`config.mk`:
```
export PLATFORM = sky130hd
export DESIGN_NAME = sid_bus_master
export DESIGN_NICKNAME = d
export VERILOG_FILES = /design/src/rtl/sid_pkg.sv /design/src/rtl/sid_bus_master.sv
export SDC_FILE = /design/constraint.sdc
export NUM_CORES = 1
export LEC_CHECK = 0
export ABC_AREA = 1
export CAP_MARGIN = 0
export CORE_MARGIN = 5
export CORE_UTILIZATION = 51
export DETAILED_ROUTE_END_ITERATION = 7
export PLACE_DENSITY = 0.91
export SYNTH_ARGS = -nofsm -noshare
export SYNTH_HDL_FRONTEND = slang
export SYNTH_SLANG_ARGS = --single-unit
```
`constraint.sdc`:
```
create_clock -name clk -period 2.2 [get_ports clk]
set_input_delay 0.44 -clock clk [delete_from_list [all_inputs] [get_ports clk]]
set_output_delay 0.44 -clock clk [all_outputs]
set_load 0.005 [all_outputs]
```
`src/rtl/sid_pkg.sv`:
```
// Shared SID bus types: register widths, the core-side bus bundle and
// the command word consumed by sid_bus_master.
package sid;

    localparam int DELAY_W_DEF   = 16;
    localparam int RES_TICKS_DEF = 10;
    localparam int CMD_DELAY_W   = DELAY_W_DEF;

    typedef logic [4:0] reg5_t;
    typedef logic [7:0] reg8_t;

    typedef struct packed {
        reg5_t addr;
        reg8_t data;
        logic  we;
        logic  oe;
        logic  res;
    } bus_i_t;

    typedef struct packed {
        logic [CMD_DELAY_W-1:0] delay;
        reg5_t                  addr;
        reg8_t                  data;
        logic                   we;
    } bus_cmd_t;

    localparam bus_i_t BUS_IDLE  = '0;
    localparam bus_i_t BUS_RESET = '{addr: '0, data: '0, we: 1'b0,
                                     oe: 1'b0, res: 1'b1};

    // Read cycles drive zero on the data lines.
    function automatic bus_i_t bus_drive(reg5_t addr, reg8_t data,
                                         logic we);
        bus_i_t b;
        b      = '0;
        b.addr = addr;
        b.data = we ? data : '0;
        b.we   = we;
        b.oe   = ~we;
        return b;
    endfunction

endpackage

```
`src/rtl/sid_bus_master.sv`:
```
// Paces register accesses to the SID core on phi2 boundaries and
// generates the SID reset pulse.
module sid_bus_master #(
    parameter int DELAY_W   = sid::DELAY_W_DEF,
    parameter int RES_TICKS = sid::RES_TICKS_DEF
) (
    input  logic          clk,
    input  logic          rst,
    input  logic          phi2_tick,
    input  logic          cmd_valid,
    output logic          cmd_ready,
    input  sid::bus_cmd_t cmd,
    input  logic          res_req,
    output sid::bus_i_t   bus_o,
    input  sid::reg8_t    bus_data_i,
    output logic          rsp_valid,
    output sid::reg8_t    rsp_data
);

    import sid::*;

    typedef enum logic [1:0] {
        S_IDLE,
        S_WAIT,
        S_ACCESS,
        S_RESET
    } state_t;

    localparam logic [DELAY_W-1:0] RES_LOAD = DELAY_W'(RES_TICKS - 1);

    state_t             state;
    logic [DELAY_W-1:0] cnt;
    reg5_t              addr_q;
    reg8_t              data_q;
    logic               we_q;
    logic               idle_q;
    logic               cnt_zero;
    logic               accept;

    // idle_q is cleared by rst, so ready only rises one edge after release.
    assign cmd_ready = idle_q & ~res_req;
    assign accept    = cmd_valid & cmd_ready;
    assign cnt_zero  = (cnt == '0);

    always_ff @(posedge clk or posedge rst) begin
        if (rst) begin
            state     <= S_IDLE;
            cnt       <= '0;
            addr_q    <= '0;
            data_q    <= '0;
            we_q      <= 1'b0;
            idle_q    <= 1'b0;
            bus_o     <= BUS_IDLE;
            rsp_valid <= 1'b0;
            rsp_data  <= '0;
        end else begin
            rsp_valid <= 1'b0;
            if (res_req) begin
                state  <= S_RESET;
                cnt    <= RES_LOAD;
                idle_q <= 1'b0;
                bus_o  <= BUS_RESET;
            end else begin
                unique case (state)
                    S_IDLE: begin
                        if (accept) begin
                            addr_q <= cmd.addr;
                            data_q <= cmd.data;
                            we_q   <= cmd.we;
                            cnt    <= DELAY_W'(cmd.delay);
                            idle_q <= 1'b0;
                            state  <= S_WAIT;
                        end else begin
                            idle_q <= 1'b1;
                        end
                    end
                    S_WAIT: begin
                        if (phi2_tick) begin
                            if (cnt_zero) begin
                                state <= S_ACCESS;
                                bus_o <= bus_drive(addr_q, data_q, we_q);
                            end else begin
                                cnt <= cnt - 1'b1;
                            end
                        end
                    end
                    S_ACCESS: begin
                        if (phi2_tick) begin
                            state  <= S_IDLE;
                            idle_q <= 1'b1;
                            bus_o  <= BUS_IDLE;
                            if (!we_q) begin
                                rsp_valid <= 1'b1;
                                rsp_data  <= bus_data_i;
                            end
                        end
                    end
                    S_RESET: begin
                        if (phi2_tick) begin
                            if (cnt_zero) begin
                                state  <= S_IDLE;
                                idle_q <= 1'b1;
                                bus_o  <= BUS_IDLE;
                            end else begin
                                cnt <= cnt - 1'b1;
                            end
                        end
                    end
                    default: begin
                        state  <= S_IDLE;
                        idle_q <= 1'b0;
                        bus_o  <= BUS_IDLE;
                    end
                endcase
            end
        end
    end

endmodule

```
==> impl_metrics.tcl <==
set metrics [dict create \
    yosysSeqAreaShare_pct 46.18 \
    worstPathArrival_ps 1700 \
    status "finished, final reports clean" \
    layout_commonest_cell "nand2_1" \
    start_util_pct 52.77 \
    crit_fanout 7 \
    hold_ws_ps 455.2 \
    die_h_um 88.51 \
    syn_avg_cell_area_sq_um 7.629 \
    yosys_warnings 0 \
    fin_skew_ps 7.738 \
    hold_violations 0 \
    syn_nets 460 \
    htree_levels 3 \
    pin_count 69 \
    hp-class "in2async" \
    cts_setup_buffers 0 \
    place.gp.congestion 0.8875 \
    final_core_util_pct 69.77 \
    grt_max_degree 24 \
    firstDrtPassIters 5 \
    clk_latency_ps 340 \
    num-nets-final 540 \
    cts_buffers 9 \
    synth_top_area_share_pct 46.18 \
    via_per_inst 5.052 \
    clk_path_buf_depth 2 \
    fin_crit_sh_pct 97.38 \
    first_global_vias 2805 \
    n_antenna_cell 0 \
    ys_types 29 \
    cap_viol_max_count 0 \
    max-vdd-ir-drop_v 0.0008665 \
    final_cell_mix "nand2_1 (157), clkdlybuf4s50_1 (68), dfrtp_1 (58), nor2_1 (42), nand3_1 (31)" \
    dp_cells 556 \
    setup-tns-final_ps 0 \
    routed.top_layer "met4" \
    wl_met3_um 543 \
    worstPathRequired_ps 1760 \
    cp-start-kind "primary input" \
    cts_resized 0 \
    power_leakage_nw 2.073 \
    cts.reportedPaths.clkPinSlew_ps 60 \
    grt_use_total_pct 20.45 \
    final_layout_size_suffix_gt1_share_pct 13.48 \
    drcViolationCount 0 \
    clock-root-buffer "clkbuf_8" \
    fp.dieArea_sq_um 7833 \
    critical_path_class "in2out" \
    worst_r2r_path_depth 9 \
    min_period_ps 2142 \
    io_buffers 68 \
    cts_tree "built" \
    final_max_slew_viol_count 0 \
    drt_first_iter_violations 200 \
    ant_nets 0 \
    ys_top_cells_by_area "dfrtp_1 (46%), nand2_1 (19%), nor2_1 (5.0%)" \
    rows 28 \
    grt_pass1_wl_um 12430 \
    wl_um 7446 \
    yosysTopAreaCell "dfrtp_1" \
    rsz0062_at_grt "no" \
    final_cells 572 \
    antenna_found_initial 0 \
    clock_sinks 58 \
    end_kind "output port" \
    synthCells 412 \
    syn_area_sq_um 3143 \
    max_freq_ghz 0.4668 \
    tightest_slew_ps 512.6 \
    pwr_density_cell_nw_per_um2 1359 \
    synth-seq-cells 58 \
    place_hpwl_um 5601 \
    setup_viol 0 \
    grt.overflow.total 0 \
    slew_headroom_pct 65.70 \
    wire_per_inst_um 13.02 \
    ctsHoldBuffers 0 \
    core_area_sq_um 5956 \
    wl_met1_um 3169 \
    syn_to_final_growth_pct 32.21 \
    num_vias 2890 \
    wl_met2_um 3587 \
    dieWidth_um 88.51 \
]
## routing by layer
layer,global-route usage [%],vias up
met1,26.02,1313
li1,-,1450
met3,4.283,14
met2,32.70,113
met4,11.13,0
met5,0,-
## cells by family after synthesis
| group | after synthesis | synth area share (%) |
|---|---|---|
| muxes | 13 | 4.618 |
| adders and majority gates | 5 | 1.990 |
| buffers and inverters | 47 | 6.648 |
| DFF | 58 | 46.18 |
| AOI/OAI and AO/OA | 31 | 5.056 |
| xor gates and xnor gates | 1 | 0.2787 |
| and+or+nand+nor | 257 | 35.23 |
## layout make-up
type / count / area (sq um)
timing repair buffer: 80 / 783.3
inverter: 36 / 135.1
clock inverter: 5 / 52.55
fill: 448 / 1800
sequential: 58 / 1451
tap: 75 / 93.84
clock buffer: 11 / 151.4
multi-input combinational: 307 / 1488
## power breakdown
| part | switching [mW] | internal (mW) |
|---|---|---|
| logic | 1.61 | 1.19 |
| registers | 0.340 | 1.52 |
| clock network | 0.414 | 0.578 |
## per-stage QoR
| step | instance area (sq um) | setup WS, ps | total power, mW |
|---|---|---|---|
| after CTS | 4150 | 62.12 | 5.644 |
| final | 4155 | 57.55 | 5.645 |
| after global routing | 4155 | 23.86 | 6.131 |
| after floorplan | 3143 | 332.0 | 3.694 |
| after global placement | 3946 | 96.75 | 4.482 |
| after detailed placement | 3946 | 35.06 | 4.618 |
## path summary, 6_finish.rpt
check,slack (ps),end,from
max,60,cmd_ready,res_req
min,460,data_q[1],rst
min in group clk,470,bus_o[12],bus_o[12]
max reg2reg,340,cnt[11],state[1]
min reg2reg,470,bus_o[12],bus_o[12]
max in group asynchronous,1180,addr_q[3],rst
## synthesized netlist by cell type
cell	number
a21oi_1	6
buf_2	4
buf_6	3
clkbuf_1	3
clkinv_1	1
dfrtp_1	58
dlygate4sd1_1	1
ha_1	5
inv_1	31
inv_2	4
mux2_2	12
mux2i_1	1
nand2_1	157
nand2_2	5
nand2_4	1
nand3_1	31
nand3_2	4
nand3b_1	2
nand4_1	2
nor2_1	42
nor2_2	6
nor2_4	3
nor3_1	1
o21ai_0	21
o21ai_1	2
o22ai_1	1
o31ai_1	1
or2_2	3
xor2_1	1
## state kept, by name, summed over array words and instances (netlist names)
| name | flops |
|---|---|
| bus_o | 16 |
| data_q | 8 |
| addr_q | 5 |
| rsp_data | 8 |
| we_q | 1 |
| cnt | 16 |
| idle_q | 1 |
| rsp_valid | 1 |
| state | 2 |
## worst max-delay path: stages
cell and delay, ps:
clkdlybuf4s50_1 540, nor2_2 190, clkdlybuf4s50_1 530
Note: power is estimated with default switching activity, not from simulation.
